$ cat src/rtl/psum_accum_core_if.sv
// Stream bundle: skewed per-column psums in from mac_array, one drained
// accumulator entry (all columns) out towards the output SRAM write port.
interface psum_accum_core_if #(
    parameter int col     = 8,
    parameter int psum_bw = 16,
    parameter int acc_bw  = 20
);
    logic [col-1:0]         in_valid;
    logic [col*psum_bw-1:0] in_psum;
    logic                   out_valid;
    logic                   out_ready;
    logic [col*acc_bw-1:0]  out_data;

    modport master (output in_valid, in_psum, out_ready, input out_valid, out_data);
    modport slave  (input in_valid, in_psum, out_ready, output out_valid, out_data);
endinterface

$ cat src/rtl/psum_accum_core.sv
// Per-column partial-sum accumulator with valid/data delay line and drain handshake.
// Define PSUM_ACC_SAT_EN to clamp on overflow; otherwise sums wrap modulo 2^acc_bw.
module psum_accum_lane #(
    parameter int psum_bw = 16,
    parameter int acc_bw  = 20,
    parameter int depth   = 16,
    parameter int dly     = 1,
    parameter int pass_w  = 4,
    parameter int aw      = (depth > 1) ? $clog2(depth) : 1
) (
    input  logic               clk,
    input  logic               reset,
    input  logic               clr,
    input  logic               accum_en,
    input  logic [pass_w-1:0]  passes,
    input  logic               in_valid,
    input  logic [psum_bw-1:0] in_psum,
    input  logic [aw-1:0]      rd_ptr,
    output logic               finished,
    output logic               drop,
    output logic               ovf,
    output logic [acc_bw-1:0]  rd_data
);
    logic               d_vld;
    logic [psum_bw-1:0] d_psum;

    generate
        if (dly == 0) begin : g_pass
            assign d_vld  = in_valid;
            assign d_psum = in_psum;
        end else begin : g_dly
            logic [dly-1:0]              vld_pipe;
            logic [dly-1:0][psum_bw-1:0] dat_pipe;
            always_ff @(posedge clk) begin
                if (!reset) begin
                    vld_pipe <= '0;
                    dat_pipe <= '0;
                end else begin
                    vld_pipe[0] <= in_valid;
                    dat_pipe[0] <= in_psum;
                    for (int i = 1; i < dly; i++) begin
                        vld_pipe[i] <= vld_pipe[i-1];
                        dat_pipe[i] <= dat_pipe[i-1];
                    end
                end
            end
            assign d_vld  = vld_pipe[dly-1];
            assign d_psum = dat_pipe[dly-1];
        end
    endgenerate

    logic [acc_bw-1:0]        acc [depth];
    logic [aw-1:0]            ptr;
    logic [pass_w-1:0]        pass;
    logic signed [acc_bw-1:0] psum_ext, acc_cur, acc_nxt;
    logic signed [acc_bw:0]   sum;
    logic                     upd, ovf_now;

    assign psum_ext = acc_bw'(signed'(d_psum));
    assign acc_cur  = acc[ptr];
    // One guard bit: overflow shows up as the top two sum bits disagreeing.
    assign sum      = (acc_bw+1)'(acc_cur) + (acc_bw+1)'(psum_ext);
    assign ovf_now  = sum[acc_bw] ^ sum[acc_bw-1];

`ifdef PSUM_ACC_SAT_EN
    assign acc_nxt = !ovf_now ? sum[acc_bw-1:0] :
                     sum[acc_bw] ? {1'b1, {(acc_bw-1){1'b0}}} : {1'b0, {(acc_bw-1){1'b1}}};
`else
    assign acc_nxt = sum[acc_bw-1:0];
`endif

    assign finished = (pass == passes);
    assign upd      = d_vld && accum_en && !finished;
    assign drop     = d_vld && !upd;
    assign ovf      = upd && (pass != '0) && ovf_now;
    assign rd_data  = acc[rd_ptr];

    always_ff @(posedge clk) begin
        if (!reset) begin
            ptr  <= '0;
            pass <= '0;
            for (int i = 0; i < depth; i++) acc[i] <= '0;
        end else if (clr) begin
            ptr  <= '0;
            pass <= '0;
        end else if (upd) begin
            // Pass 0 overwrites, so stale contents from an earlier job never leak in.
            acc[ptr] <= (pass == '0) ? psum_ext : acc_nxt;
            if (ptr == aw'(depth-1)) begin
                ptr  <= '0;
                pass <= pass + 1'b1;
            end else begin
                ptr  <= ptr + 1'b1;
            end
        end
    end
endmodule

module psum_accum_core #(
    parameter int col     = 8,
    parameter int psum_bw = 16,
    parameter int acc_bw  = 20,
    parameter int depth   = 16,
    parameter int dly     = 1,
    parameter int pass_w  = 4
) (
    input  logic              clk,
    input  logic              reset,
    input  logic              start,
    input  logic [pass_w-1:0] cfg_passes,
    input  logic              cfg_relu,
    psum_accum_core_if.slave  bus,
    output logic              busy,
    output logic              done,
    output logic              err_drop,
    output logic              err_ovf
);
    localparam int aw = (depth > 1) ? $clog2(depth) : 1;

    localparam logic [1:0] S_IDLE  = 2'd0;
    localparam logic [1:0] S_ACCUM = 2'd1;
    localparam logic [1:0] S_DRAIN = 2'd2;
    localparam logic [1:0] S_DONE  = 2'd3;

    logic [1:0]                   state;
    logic [pass_w-1:0]            passes_q;
    logic                         relu_q;
    logic [aw-1:0]                rd_ptr;
    logic                         start_acc, accum_en, out_valid;
    logic [col-1:0]               fin, drp, ovf, in_valid;
    logic [col-1:0][psum_bw-1:0]  in_psum;
    logic [col-1:0][acc_bw-1:0]   rd_data, out_word;

    assign in_valid  = bus.in_valid;
    assign in_psum   = bus.in_psum;
    assign start_acc = start && (state == S_IDLE);
    assign accum_en  = (state == S_ACCUM);
    assign out_valid = (state == S_DRAIN);
    assign busy      = (state != S_IDLE);
    assign done      = (state == S_DONE);

    psum_accum_lane #(
        .psum_bw(psum_bw), .acc_bw(acc_bw), .depth(depth), .dly(dly), .pass_w(pass_w), .aw(aw)
    ) u_lane [col-1:0] (
        .clk(clk), .reset(reset), .clr(start_acc), .accum_en(accum_en), .passes(passes_q),
        .in_valid(in_valid), .in_psum(in_psum), .rd_ptr(rd_ptr),
        .finished(fin), .drop(drp), .ovf(ovf), .rd_data(rd_data)
    );

    // ReLU only shapes the output word; the bank keeps the signed sums.
    generate
        for (genvar c = 0; c < col; c++) begin : g_relu
            assign out_word[c] = (relu_q && rd_data[c][acc_bw-1]) ? '0 : rd_data[c];
        end
    endgenerate

    assign bus.out_valid = out_valid;
    assign bus.out_data  = out_valid ? out_word : '0;

    always_ff @(posedge clk) begin
        if (!reset) begin
            state    <= S_IDLE;
            passes_q <= '0;
            relu_q   <= 1'b0;
            rd_ptr   <= '0;
            err_drop <= 1'b0;
            err_ovf  <= 1'b0;
        end else begin
            if (start_acc) begin
                passes_q <= (cfg_passes == '0) ? pass_w'(1) : cfg_passes;
                relu_q   <= cfg_relu;
            end
            err_drop <= (err_drop && !start_acc) || (|drp);
            err_ovf  <= (err_ovf && !start_acc) || (|ovf);
            case (state)
                S_IDLE:  if (start_acc) state <= S_ACCUM;
                S_ACCUM: if (&fin) begin
                    state  <= S_DRAIN;
                    rd_ptr <= '0;
                end
                S_DRAIN: if (bus.out_ready) begin
                    rd_ptr <= rd_ptr + 1'b1;
                    if (rd_ptr == aw'(depth-1)) state <= S_DONE;
                end
                S_DONE:  state <= S_IDLE;
                default: state <= S_IDLE;
            endcase
        end
    end
endmodule
$ cat src/flat_wrapper.sv
// flat-port wrapper written by rule: the top's interface ports become plain ports
module psum_accum_core_flat 
#(
    parameter int col     = 8,
    parameter int psum_bw = 16,
    parameter int acc_bw  = 20,
    parameter int depth   = 16,
    parameter int dly     = 1,
    parameter int pass_w  = 4
)
  (clk, reset, start, cfg_passes, cfg_relu, busy, done, err_drop, err_ovf, bus_in_valid, bus_in_psum, bus_out_ready, bus_out_valid, bus_out_data);
  psum_accum_core_if #(.col(col), .psum_bw(psum_bw), .acc_bw(acc_bw)) bus_i ();
  input  logic clk;
  input  logic reset;
  input  logic start;
  input  logic [pass_w-1:0] cfg_passes;
  input  logic cfg_relu;
  output logic busy;
  output logic done;
  output logic err_drop;
  output logic err_ovf;
  input wire logic [$bits(bus_i.in_valid)-1:0] bus_in_valid;
  input wire logic [$bits(bus_i.in_psum)-1:0] bus_in_psum;
  input wire logic [$bits(bus_i.out_ready)-1:0] bus_out_ready;
  output wire logic [$bits(bus_i.out_valid)-1:0] bus_out_valid;
  output wire logic [$bits(bus_i.out_data)-1:0] bus_out_data;
  assign bus_i.in_valid = bus_in_valid;
  assign bus_i.in_psum = bus_in_psum;
  assign bus_i.out_ready = bus_out_ready;
  assign bus_out_valid = bus_i.out_valid;
  assign bus_out_data = bus_i.out_data;
  psum_accum_core #(.col(col), .psum_bw(psum_bw), .acc_bw(acc_bw), .depth(depth), .dly(dly), .pass_w(pass_w)) u_core (.clk(clk), .reset(reset), .start(start), .cfg_passes(cfg_passes), .cfg_relu(cfg_relu), .bus(bus_i), .busy(busy), .done(done), .err_drop(err_drop), .err_ovf(err_ovf));
endmodule
$ cat config.mk
export PLATFORM = sky130hd
export DESIGN_NAME = psum_accum_core_flat
export DESIGN_NICKNAME = d
export VERILOG_FILES = /design/src/rtl/psum_accum_core_if.sv /design/src/rtl/psum_accum_core.sv /design/src/flat_wrapper.sv
export SDC_FILE = /design/constraint.sdc
export NUM_CORES = 2
export LEC_CHECK = 0
export BUFFER_PORTS_ARGS = -buffer_cell sky130_fd_sc_hd__buf_4
export CAP_MARGIN = 25
export CORE_MARGIN = 3
export CORE_UTILIZATION = 62
export DETAILED_ROUTE_END_ITERATION = 10
export GPL_ROUTABILITY_DRIVEN = 0
export PLACE_DENSITY = 0.79
export SYNTH_ARGS = -nofsm -noshare
export SYNTH_HDL_FRONTEND = slang
export SYNTH_HIERARCHICAL = 1
export SYNTH_SLANG_ARGS = --single-unit
$ cat constraint.sdc
create_clock -name clk -period 5.15 [get_ports clk]
set_input_delay 1.03 -clock clk [delete_from_list [all_inputs] [get_ports clk]]
set_output_delay 1.03 -clock clk [all_outputs]
set_load 0.03 [all_outputs]
==> flow_summary.toml <==
[status]
status = "finished clean"

[clock_tree]
clk_pin_slew_ns = 0.06
root_buffer = "clkbuf_16"
cts.sinks = 2805
cts-buffers-inserted = 314
cts.htree.levels = 5
clk_latency_ns = 0.96
cts_tree = "yes"
max-clock-path-buffers = 4
hold_buffers = 0

[timing]
drv_slew = 0
setup_slack_ns = 0.235
final_hold_viol_count = 0
rsz0062_at_grt = "no"
fmax_mhz = 203
holdWs_ns = 0.290
slew_headroom_pct = 27.5
setup_viol = 0
tightest_slew_ns = 1.09
tns_ns = 0
fin_crit_ns = 4.91
period_share_pct = 95.4
skew_ns = 0.0693

[routing]
viasPerCell = 7.20
drt.antenna.violating_nets = 0
routed-wl-met3_mm = 72.1
top_layer = "met5"
drt_first_pass_iters = 6
wl_per_cell_um = 33.0
first_iter_violations = 16200
met2WireLength_mm = 214
post-route-drc-count = 0
routed_wl_mm = 467
drt-met1-wl_mm = 147
vias = 102000

[synthesis]
synth-simple-area-share_pct = 11.3
synthDistinctLibCells = 102
synthFlopType = "edfxtp_1"
async_reset_ff_share_pct = 0
synth_top_cell_area_share_pct = 51.6
syn-instance-count = 10400
synthesis.nets = 10800
synth-edff-count = 2560
synth_area_leaders = "edfxtp_1 (52%), mux4_2 (24%), nor2_1 (6.5%), dfxtp_1 (3.3%), ha_1 (1.8%)"
synth-compound-area-share_pct = 3.20
ys_seq_area_share_pct = 54.9
mappedNetlistArea_um2 = 149000
syn-mean-instance-area_um2 = 14.3
yosys_warnings = 6
yosys.area.top_type = "edfxtp_1"
synth-seq-cells = 2805
synth_top_family_by_area = "multiplexers"
synth_mux_area_share_pct = 24.9
synth-xor-area-share_pct = 0.887
synthAdderAreaFrac_pct = 1.90

[pwr]
peakVddDrop_v = 0.000315
p_int_mw = 41.4
clkPwrFrac_pct = 39.3
switching_share_pct = 25.1
power_leakage_nw = 56.1
power.switching_mw = 13.9
finalPower_mw = 55.3
p_seq_share_pct = 47.3
power.share.combinational_pct = 13.4
powerDensity_nw_per_um2 = 331

[die]
start_util_pct = 62.5
ios = 310
die_area_um2 = 246000
chipHeight_um = 496
die_x_um = 496
placementRows = 179
core_um2 = 239000

[critical_path]
cpMaxStageDelayCell = "mux4_2"
cp_cell_sequence = "buf_12, mux4_2, mux4_2, ha_1, o211ai_1, a21oi_1, o2111ai_1, a21oi_1, o21ai_0, xor2_1, nor3_2, nor4_1, buf_4, a31oi_1"
worstSetupPathType = "flop to flop"
start_kind = "flop"
rrSetupSlack_ns = 0.24
critPathMaxFanout = 43
critPathMaxStageDelay_ns = 0.57
arrival_ns = 5.73
required_ns = 5.97
cp-end-kind = "flop"

[global_routing]
antenna_found_initial = 14
grt_max_degree = 106
grt_use_total_pct = 38.1
grt-ovfl-total = 0
grt_pass1_wl_mm = 683
grt_pass1_vias = 105000

[finish]
instances_no_fill = 14200
num-fill-cells = 15100
drive_gt1_share_pct = 29.6
nNetsFinal = 11100
syn_to_final_growth_pct = 12.0

[run]
cap_viol_max_count = 0

[placed_design]
dpl.hpwl_mm = 289
dpl.cell_count = 13600
io_buffer_count = 309
pre_cts_slack_ns = 0.0458

[min_path]
hp-class = "input port to flop"
metal layers:
metal | vias to the layer above | global-route usage (%)
li1 | 40500 | -
met1 | 50500 | 48.5
met2 | 9007 | 58.4
met3 | 2059 | 11.7
met4 | 14 | 22.8
met5 | - | 0
worst max-delay path, delay by kind of cell, from the launching register on:
kind	cells	cell delay, ns
AOI/OAI and AO/OA	6	1.31
xor gates and xnor gates	1	0.22
adders and majority gates	1	0.36
buffers and inverters	2	0.55
DFF	1	0.53
muxes	2	1.08
and+or+nand+nor	2	0.71
cell usage after synthesis (all sizes together) (4+ instances only):
library cell,n
o31ai,17
nor2b,25
or3,21
o21bai,16
a211oi,49
nand2,430
o31a,11
or3b,4
xnor2,47
nand2b,50
nor3,64
nand3b,15
mux4,1600
o21a,8
dfxtp,245
a32o,6
inv,84
and4,8
o211ai,25
a2111oi,5
nor3b,23
buf,431
a211o,4
and3,29
o41ai,4
nor2,2671
and2,340
nor4,20
clkbuf,455
mux2,7
o2111ai,9
nand3,135
edfxtp,2560
o21ai,183
a21oi,245
xor2,104
a21boi,19
a31oi,34
o311ai,4
mux2i,74
fa,8
nand4,39
or2,12
a21o,39
ha,214
state kept, by name, indices dropped and copies added, names as in the netlist, named ones only:
register	count
u_core/err_drop	1
u_core/u_lane/ptr	32
u_core/rd_ptr	4
u_core/err_ovf	1
u_core/passes_q	4
u_core/u_lane/pass	32
u_core/u_lane/d_psum	128
u_core/u_lane/d_vld	8
u_core/u_lane/acc	2560
u_core/state	2
u_core/relu_q	1
power groups by stage:
stage	Combinational (mW)	Clock, mW	Sequential, mW
global placement	7.05	0	26.5
finish	7.41	21.7	26.2
CTS	7.29	21.9	26.1
floorplan	4.87	0	26.3
global route	7.77	22.7	26.2
detailed placement	7.23	0	26.6
cell families after synthesis:
kind of cell	Yosys count
mux	1681
buf+inv	971
flops	2805
xor+xnor	151
compound gates	700
fa+ha+maj	222
simple gates	3892
per-stage QoR:
step	util, %	area (um^2)
2_1_floorplan	-	149000
3_3_place_gp	65.7	157000
3_5_place_dp	65.7	157000
4_1_cts	69.9	167000
5_1_grt	70.0	167000
6_report	70.0	167000
repair_timing:
item,CTS,global route
hold endpoints to repair,0,0
buffers inserted,2,3
pin swaps,1,0
gates resized for setup,1,3
endpoints found under the setup margin,13,14
layout make-up:
cell class / instances / area (um^2) / area share, %
clock inverters: 134 / 1180 / 0.707
well taps: 3167 / 3960 / 2.37
clock buffers: 414 / 8630 / 5.17
diodes: 9 / 22.5 / 0.0135
repair buffers: 909 / 7950 / 4.76
multi-input cells: 6646 / 63000 / 37.7
flip-flops and latches: 2805 / 81900 / 49.0
inverters: 85 / 319 / 0.191
placed cells by master (no fill, tap or decap), types with 31 or more instances in the layout:
cell type  synthesis  layout
mux4_2          1600    1600
a31oi_1           31      31
nand3_1          135     135
buf_12             4      87
buf_4             26     817
inv_1             84      84
nand4_1           37      37
edfxtp_1        2560    2560
mux2i_1           56      56
ha_1             214     213
and2_1           326     326
nor2_1          2562    2562
nand2_1          429     429
a211oi_1          35      34
o21ai_1           53      53
clkbuf_16          0     322
o21ai_0          129     129
a21oi_1          220     220
a21o_1            37      37
xor2_1           104     104
dfxtp_1          245     217
clkinv_1           1      43
clkbuf_1         453      69
nor2_2           101     101
nor3_1            61      60
nand2b_1          50      50
clkinv_2           0      46
xnor2_1           47      46
path summary, 6_finish.rpt:
path | depth (start not counted) | to | start
setup / recovery | 14 | u_core/err_ovf | flop
hold / removal | 2 | u_core/u_lane[6]/d_psum[3] | bus_in_psum[99]
setup reg to reg | 14 | u_core/err_ovf | flop
hold reg to reg | 2 | u_core/err_drop | u_core/err_drop
No activity file was read; power rests on OpenSTA's default activity.
